[src/rtl/iob_reset_seq_pkg.sv]
// Shared state encodings and sizing helpers for the staged reset sequencer.
package iob_reset_seq_pkg;

   localparam int unsigned STATE_W = 3;

   typedef enum logic [STATE_W-1:0] {
      ST_HOLD     = 3'd0,
      ST_WAIT_RDY = 3'd1,
      ST_STAGE    = 3'd2,
      ST_RUN      = 3'd3,
      ST_ERR      = 3'd4
   } state_e;

   function automatic int unsigned max3(input int unsigned a, input int unsigned b,
                                        input int unsigned c);
      int unsigned m;
      m = (a > b) ? a : b;
      return (m > c) ? m : c;
   endfunction

endpackage

[src/rtl/iob_sync.sv]
// Two-flop synchroniser for asynchronous level flags, clears to 0 on reset.
module iob_sync #(
   parameter int unsigned WIDTH = 2
) (
   input  logic             clk,
   input  logic             rst_n,
   input  logic [WIDTH-1:0] d_i,
   output logic [WIDTH-1:0] q_o
);

   logic [WIDTH-1:0] meta_q;
   logic [WIDTH-1:0] sync_q;

   always_ff @(posedge clk or negedge rst_n) begin
      if (!rst_n) begin
         meta_q <= '0;
         sync_q <= '0;
      end else begin
         meta_q <= d_i;
         sync_q <= meta_q;
      end
   end

   assign q_o = sync_q;

endmodule

[src/rtl/iob_reset_seq.sv]
// Reset sequencer: waits for synchronised ready flags, holds reset for a minimum
// time, then releases reset domains one by one; any ready loss restarts it.
module iob_reset_seq
   import iob_reset_seq_pkg::*;
#(
   parameter int unsigned N_RDY     = 2,
   parameter int unsigned N_OUT     = 2,
   parameter int unsigned HOLD_CYC  = 16,
   parameter int unsigned STAGE_CYC = 4,
   parameter int unsigned TO_CYC    = 1000000
) (
   input  logic               clk,
   input  logic               resetn,
   input  logic               soft_rst_i,
   input  logic [N_RDY-1:0]   rdy_i,
   output logic [N_OUT-1:0]   rst_o,
   output logic [N_RDY-1:0]   rdy_sync_o,
   output logic [STATE_W-1:0] state_o,
   output logic               timeout_o
);

   localparam int unsigned CNT_W = $clog2(max3(HOLD_CYC, STAGE_CYC, TO_CYC) + 1);
   localparam int unsigned IDX_W = $clog2(N_OUT + 1);

   logic [N_RDY-1:0] rdy_sync;
   logic             all_rdy;

   state_e           state_q, state_d;
   logic [CNT_W-1:0] cnt_q, cnt_d;
   logic [IDX_W-1:0] idx_q, idx_d;
   logic [N_OUT-1:0] rst_q, rst_d;
   logic             to_q, to_d;

   iob_sync #(
      .WIDTH (N_RDY)
   ) u_sync (
      .clk   (clk),
      .rst_n (resetn),
      .d_i   (rdy_i),
      .q_o   (rdy_sync)
   );

   assign all_rdy = &rdy_sync;

   // Next-state logic; soft restart overrides every other transition.
   always_comb begin
      state_d = state_q;
      cnt_d   = cnt_q;
      idx_d   = idx_q;
      rst_d   = rst_q;
      to_d    = to_q;

      if (soft_rst_i) begin
         state_d = ST_HOLD;
         cnt_d   = '0;
         idx_d   = '0;
         rst_d   = '1;
         to_d    = 1'b0;
      end else begin
         case (state_q)
            ST_HOLD: begin
               rst_d = '1;
               if (cnt_q == CNT_W'(HOLD_CYC - 1)) begin
                  state_d = ST_WAIT_RDY;
                  cnt_d   = '0;
               end else begin
                  cnt_d = cnt_q + CNT_W'(1);
               end
            end

            ST_WAIT_RDY: begin
               rst_d = '1;
               if (all_rdy) begin
                  state_d = ST_STAGE;
                  cnt_d   = '0;
                  idx_d   = '0;
               end else if (cnt_q == CNT_W'(TO_CYC - 1)) begin
                  state_d = ST_ERR;
                  cnt_d   = '0;
                  to_d    = 1'b1;
               end else begin
                  cnt_d = cnt_q + CNT_W'(1);
               end
            end

            ST_STAGE: begin
               if (!all_rdy) begin
                  state_d = ST_HOLD;
                  cnt_d   = '0;
                  idx_d   = '0;
                  rst_d   = '1;
               end else if (cnt_q == CNT_W'(STAGE_CYC - 1)) begin
                  for (int unsigned k = 0; k < N_OUT; k++) begin
                     if (idx_q == IDX_W'(k)) rst_d[k] = 1'b0;
                  end
                  cnt_d = '0;
                  idx_d = idx_q + IDX_W'(1);
                  if (idx_q == IDX_W'(N_OUT - 1)) state_d = ST_RUN;
               end else begin
                  cnt_d = cnt_q + CNT_W'(1);
               end
            end

            ST_RUN: begin
               if (!all_rdy) begin
                  state_d = ST_HOLD;
                  cnt_d   = '0;
                  idx_d   = '0;
                  rst_d   = '1;
               end else begin
                  rst_d = '0;
               end
            end

            ST_ERR: begin
               rst_d = '1;
               to_d  = 1'b1;
            end

            default: begin
               state_d = ST_HOLD;
               cnt_d   = '0;
               idx_d   = '0;
               rst_d   = '1;
            end
         endcase
      end
   end

   always_ff @(posedge clk or negedge resetn) begin
      if (!resetn) begin
         state_q <= ST_HOLD;
         cnt_q   <= '0;
         idx_q   <= '0;
         rst_q   <= '1;
         to_q    <= 1'b0;
      end else begin
         state_q <= state_d;
         cnt_q   <= cnt_d;
         idx_q   <= idx_d;
         rst_q   <= rst_d;
         to_q    <= to_d;
      end
   end

   assign rst_o      = rst_q;
   assign rdy_sync_o = rdy_sync;
   assign state_o    = state_q;
   assign timeout_o  = to_q;

endmodule

[config.mk]
export PLATFORM = sky130hd
export DESIGN_NAME = iob_reset_seq
export DESIGN_NICKNAME = d
export VERILOG_FILES = /design/src/rtl/iob_reset_seq_pkg.sv /design/src/rtl/iob_sync.sv /design/src/rtl/iob_reset_seq.sv
export SDC_FILE = /design/constraint.sdc
export NUM_CORES = 1
export LEC_CHECK = 0
export CAP_MARGIN = 20
export CELL_PAD_IN_SITES_DETAIL_PLACEMENT = 0
export CELL_PAD_IN_SITES_GLOBAL_PLACEMENT = 1
export CORE_MARGIN = 1.5
export CORE_UTILIZATION = 35
export CTS_CLUSTER_SIZE = 20
export DETAILED_ROUTE_END_ITERATION = 16
export HOLD_SLACK_MARGIN = 0.06
export PLACE_DENSITY = 0.7
export SETUP_SLACK_MARGIN = 0.15
export SLEW_MARGIN = 20
export SYNTH_ARGS = -nofsm -noshare
export SYNTH_HDL_FRONTEND = slang
export SYNTH_HIERARCHICAL = 1
export SYNTH_SLANG_ARGS = --single-unit
[constraint.sdc]
create_clock -name clk -period 2.32 [get_ports clk]
set_clock_uncertainty 0.1 [all_clocks]
set_input_delay 0.464 -clock clk [delete_from_list [all_inputs] [get_ports clk]]
set_output_delay 0.464 -clock clk [all_outputs]
set_load 0.005 [all_outputs]
After elaboration in Yosys (flattened, before gate mapping)
Index checks and enable logic that the tools add are counted.

Latch bits: 0. Output and inout port bits: 8. Register bits after elaboration: 32. Memory bits (read-only): 0. Memories: 0. Bits in writable memories: 0.

Reduce and logical (&&, ||, !) cells: 11. Multiply operators: 0. Add/sub/neg operators: 2. Bitwise gates (word level): 0. Eq/ne operators: 19. Shift-type cells: 0. Divide/modulo/power cells: 0. Multiplexer cells: 34. $lt $le $gt $ge: 0.

Operators by type and width (number): 2-to-1 mux 20 bit (7); one-hot mux 20 bit (5 select lines) (1); 2-to-1 mux 3 bit (8); adder 20 x 1 -> 20 bit, second input constant (1); == test 20 x 2 -> 1 bit, second input constant (1); == test 20 bit, second input constant (1); == test 20 x 4 -> 1 bit, second input constant (1); 2-to-1 mux 2 bit (9); inequality test 4 bit, second input constant (4); inequality test 3 bit, second input constant (5); one-hot mux 3 bit (5 select lines) (1); one-hot mux 2 bit (4 select lines) (1); AND reduction 2 bit (4); == test 3 x 2 -> 1 bit, second input constant (2); AND reduction 6 bit (1); 2-to-1 mux 1 bit (5); one-hot mux 2 bit (2 select lines) (1); AND reduction 4 bit (1); == test 3 x 1 -> 1 bit, second input constant (1); == test 3 bit, second input constant (1); zero test 3 bit (1); AND reduction 3 bit (1); nonzero test 3 bit (1); adder 2 x 1 -> 2 bit, second input constant (1); other kinds (6) (6).

Logic depth before layout (Yosys ltp)
Depth in word-level cells: 6. Mapped depth: 8.

Hierarchy
Netlist, hierarchy kept.

Modules (own cells, without submodules): iob_reset_seq (cells each 191, times used 1, area an instance 1684.1 um^2); iob_sync (cells each 4, times used 1, area an instance 100.1 um^2).

Worst setup path before layout
Ideal clock, no wire load.

Kind: reg-to-reg. Start: reg cnt_q[0]. End: reg cnt_q[16]. Setup slack: 385 ps. Required time: 2096 ps. Path buffers: 2. Cell stages (with the launch flop): 9. Arrival: 1711 ps. Clock period less this slack: 1935 ps. Cell sequence: dfrtp_1 > ha_1 > and3_1 > and3_1 > buf_2 > a21oi_1 > o31ai_1 > buf_2 > o21ai_1.

Word-level cells in the longest chain between the ends: 5. Elaborated cells between the ends (all ways): 11. Classes of those cells: 1 x add/sub; 3 x eq/ne; 7 x mux.

Ends and longest elaborated chain: start: declaration (line iob_reset_seq.sv:29) `logic [CNT_W-1:0] cnt_q, cnt_d;`; start signal: assignment (line iob_reset_seq.sv:139) `cnt_q <= cnt_d;`; adder 20 x 1 -> 20 bit, or another cell as far along (line iob_reset_seq.sv:67, iob_reset_seq.sv:82, iob_reset_seq.sv:100); 2-to-1 mux 20 bit (on tied branches) (line iob_reset_seq.sv:92, iob_reset_seq.sv:77); 2-to-1 mux 20 bit (on tied branches) (line iob_reset_seq.sv:87, iob_reset_seq.sv:73); one-hot mux 20 bit (5 select lines) (*) (line iob_reset_seq.sv:60) `case (state_q)`; 2-to-1 mux 20 bit (*) (line iob_reset_seq.sv:53) `if (soft_rst_i) begin`.

Mark *: on every way between the ends. The rest lies on a longest branch, timed or not. A chain may end at the register's enable or synchronous reset.

Worst setup path in the final report
Start: reg cnt_q[17]. End: reg cnt_q[18].

The elaborated chain is that of the path after synthesis.

==> results_dict.tcl <==
set metrics [dict create \
    netlist_area_mm2 0.00178 \
    placeableCoreArea_mm2 0.00482 \
    synth_top_area_share_pct 42.1 \
    clk_latency_ns 0.29 \
    setup_tns_ns 0 \
    crit_slowest_cell "dfrtp_1" \
    via_per_inst 5.22 \
    htreeDepth 2 \
    critPathMaxFanout 20 \
    grt_antenna_before_repair 0 \
    drtAntennaViolNets 0 \
    max_freq_mhz 488 \
    cp.arrival_ns 2.12 \
    r2r_slack_ns 0.27 \
    synth_seq_cells 32 \
    max_stage_delay_ns 0.44 \
    status "completed" \
    synth_area_per_cell_um2 9.15 \
    cts_root_buf "clkbuf_8" \
    rsz0062_at_grt "false" \
    dieArea_mm2 0.00554 \
    finalCritPeriodShare_pct 88.3 \
    cts-buffers-inserted 5 \
    dp.final_hpwl_um 2730 \
    portBuffers 12 \
    crit_start "cnt_q[17]$_DFFE_PN0P_" \
    fin_util_pct 44.0 \
    fillers 499 \
    via_count 1455 \
    synthArstFlopShare_pct 100 \
    grt-ovfl-total 0 \
    drv_slew 0 \
    rows 25 \
    cts_tree "yes" \
    multi_input_area_um2 921 \
    dr.pass1.iters 4 \
    synth_cell_types 40 \
    synth.area.top_cells "dfrtp_1, nand2_1, o21ai_1" \
    fin_cells 279 \
    grt_usage_pct 15.8 \
    fp.dieW_um 74.4 \
    grt_max_degree 33 \
    drt_iter0_drc 95 \
    syn_nets 204 \
    gp_congestion 0.788 \
    setup_viol_count_final 0 \
    die_h_um 74.4 \
    drive_gt1_share_pct 12.7 \
    hold_path.class "register to register" \
    crit_cells 6 \
    start_util_pct 37.0 \
    area_growth_pct 18.7 \
    cts.path.max_buffers 2 \
    dp_cells 271 \
    clk_pin_slew_worst_paths_ns 0.07 \
    slew-limit-headroom_pct 61.7 \
    critical_path.top_delay_family "simple AND/OR/NAND/NOR gates" \
    p_per_area_mw_per_mm2 509 \
    worst_pin_slew_ns 0.570 \
    io_pins 13 \
    wl_per_cell_um 14.1 \
    yosysSeqAreaShare_pct 45.0 \
    startpoint_type "register" \
    synth_flop_cell "dfrtp_1" \
    drt-total-wl_um 3950 \
    r2r-end "cnt_q[18]$_DFFE_PN0P_" \
    hold_violations 0 \
    whs_ns 0.256 \
    endpoint "cnt_q[18]$_DFFE_PN0P_" \
    crit_chain "nor4_2, and4_4, a21oi_1, o31ai_2, buf_12, o21ai_1" \
    power_leakage_uw 0.000826 \
    cap_violations 0 \
    grt_pass1_vias 1392 \
    seqCellArea_um2 806 \
    ir_drop_mv 0.226 \
    end_kind "register" \
    layout_min_cycle_time_ns 2.05 \
    nNetsFinal 220 \
    critical_path_class "register to register" \
    cp_data_required_time_ns 2.39 \
    n_antenna_cell 0 \
    cts_hold_buf 0 \
    grt_pass1_wl_um 6620 \
    crit_buf_inv 1 \
    synth_edf_count 0 \
    yosysTopAreaCell "dfrtp_1" \
    clock_sinks 32 \
    r2r-start "cnt_q[17]$_DFFE_PN0P_" \
    yosys_warnings 6 \
    ff2ff_path_depth 6 \
    synthCells 195 \
    drc 0 \
]
[cells in the final DEF (no fill, tap or decap), types with 7 or more instances in the layout]
master and count:
a21oi_1 8, clkdlybuf4s50_1 12, dfrtp_1 28, inv_1 10, nand2_1 31, nand3_1 9, nor2_1 8, o21ai_1 20
xnor2_1 7, xor2_1 10
[kinds of logic (layout without fill, tap and decap cells)]
family,count (synthesis),after routing,share of synthesized area (%)
simple gates,78,78,23.9
compound gates,44,44,15.1
flops,32,32,45.0
buf+inv,19,36,4.21
xor+xnor,17,17,8.34
fa+ha+maj,4,4,2.81
mux,1,1,0.631
[state kept, by name (all words and copies together), names as in the netlist]
| signal | count |
|---|---|
| timeout_o | 1 |
| rst_o | 2 |
| idx_q | 2 |
| u_sync/q_o | 2 |
| state_o | 3 |
| u_sync/meta_q | 2 |
| cnt_q | 20 |
[routing by layer]
metal / part of all wire (%) / track usage, % / vias up / wire [um]
li1: - / - / 718 / -
met1: 49 / 21.8 / 718 / 1950
met2: 47 / 24.1 / 15 / 1850
met3: 2.9 / 4.34 / 4 / 113
met4: 0.96 / 5.05 / 0 / 38
met5: 0 / 0 / - / 0
[stage by stage]
| step | area (um^2) | setup WS, ns | total power [uW] |
|---|---|---|---|
| finish | 2120 | 0.271 | 1080 |
| global route | 2120 | 0.157 | 1130 |
| CTS | 2110 | 0.204 | 1100 |
| detailed placement | 2010 | 0.132 | 645 |
| global placement | 2010 | 0.265 | 643 |
| floorplan | 1780 | 0.385 | 608 |
[power breakdown]
part	total [uW]	internal, uW	switching [uW]
Combinational	57.7	24.3	33.5
Sequential	576	566	9.50
Clock	444	236	208
Total	1080	827	251
[cell type report]
| class | count | area share (%) |
|---|---|---|
| clock buffer | 6 | 3.90 |
| sequential | 32 | 38.0 |
| multi-input combinational | 144 | 43.5 |
| inverter | 10 | 1.77 |
| clock inverter | 2 | 0.473 |
| timing repair buffer | 18 | 8.39 |
| tap | 67 | 3.96 |
[synth_stat cells (3+ instances only)]
cell type  count
a21oi_1        8
and3_1         6
buf_2          3
clkbuf_1       6
dfrtp_1       30
ha_1           4
inv_1         10
nand2_1       31
nand3_1        9
nand4_1        5
nor2_1         8
nor3_1         4
nor4_2         4
o21ai_0        3
o21ai_1       20
xnor2_1        7
xor2_1        10
[timing repair]
item | in CTS | in global routing
setup buffers | 0 | 0
setup endpoints to repair | 20 | 22
resized for setup | 1 | 3
gates cloned | 0 | 0
pin swaps | 0 | 2
[worst min-delay path by stage]
| stage | start | end | depth (start not counted) | slack [ns] |
|---|---|---|---|---|
| floorplan | resetn | cnt_q[0]$_DFFE_PN0P_ | 0 | 0.07 |
| global placement | u_sync/meta_q[0]$_DFF_PN0_ | u_sync/q_o[0]$_DFF_PN0_ | 0 | 0.23 |
| detailed placement | u_sync/meta_q[1]$_DFF_PN0_ | u_sync/q_o[1]$_DFF_PN0_ | 0 | 0.24 |
| CTS | u_sync/meta_q[1]$_DFF_PN0_ | u_sync/q_o[1]$_DFF_PN0_ | 0 | 0.26 |
| global route | u_sync/meta_q[1]$_DFF_PN0_ | u_sync/q_o[1]$_DFF_PN0_ | 0 | 0.27 |
| finish | u_sync/meta_q[1]$_DFF_PN0_ | u_sync/q_o[1]$_DFF_PN0_ | 0 | 0.26 |
Note: power is estimated with default switching activity, not from simulation.
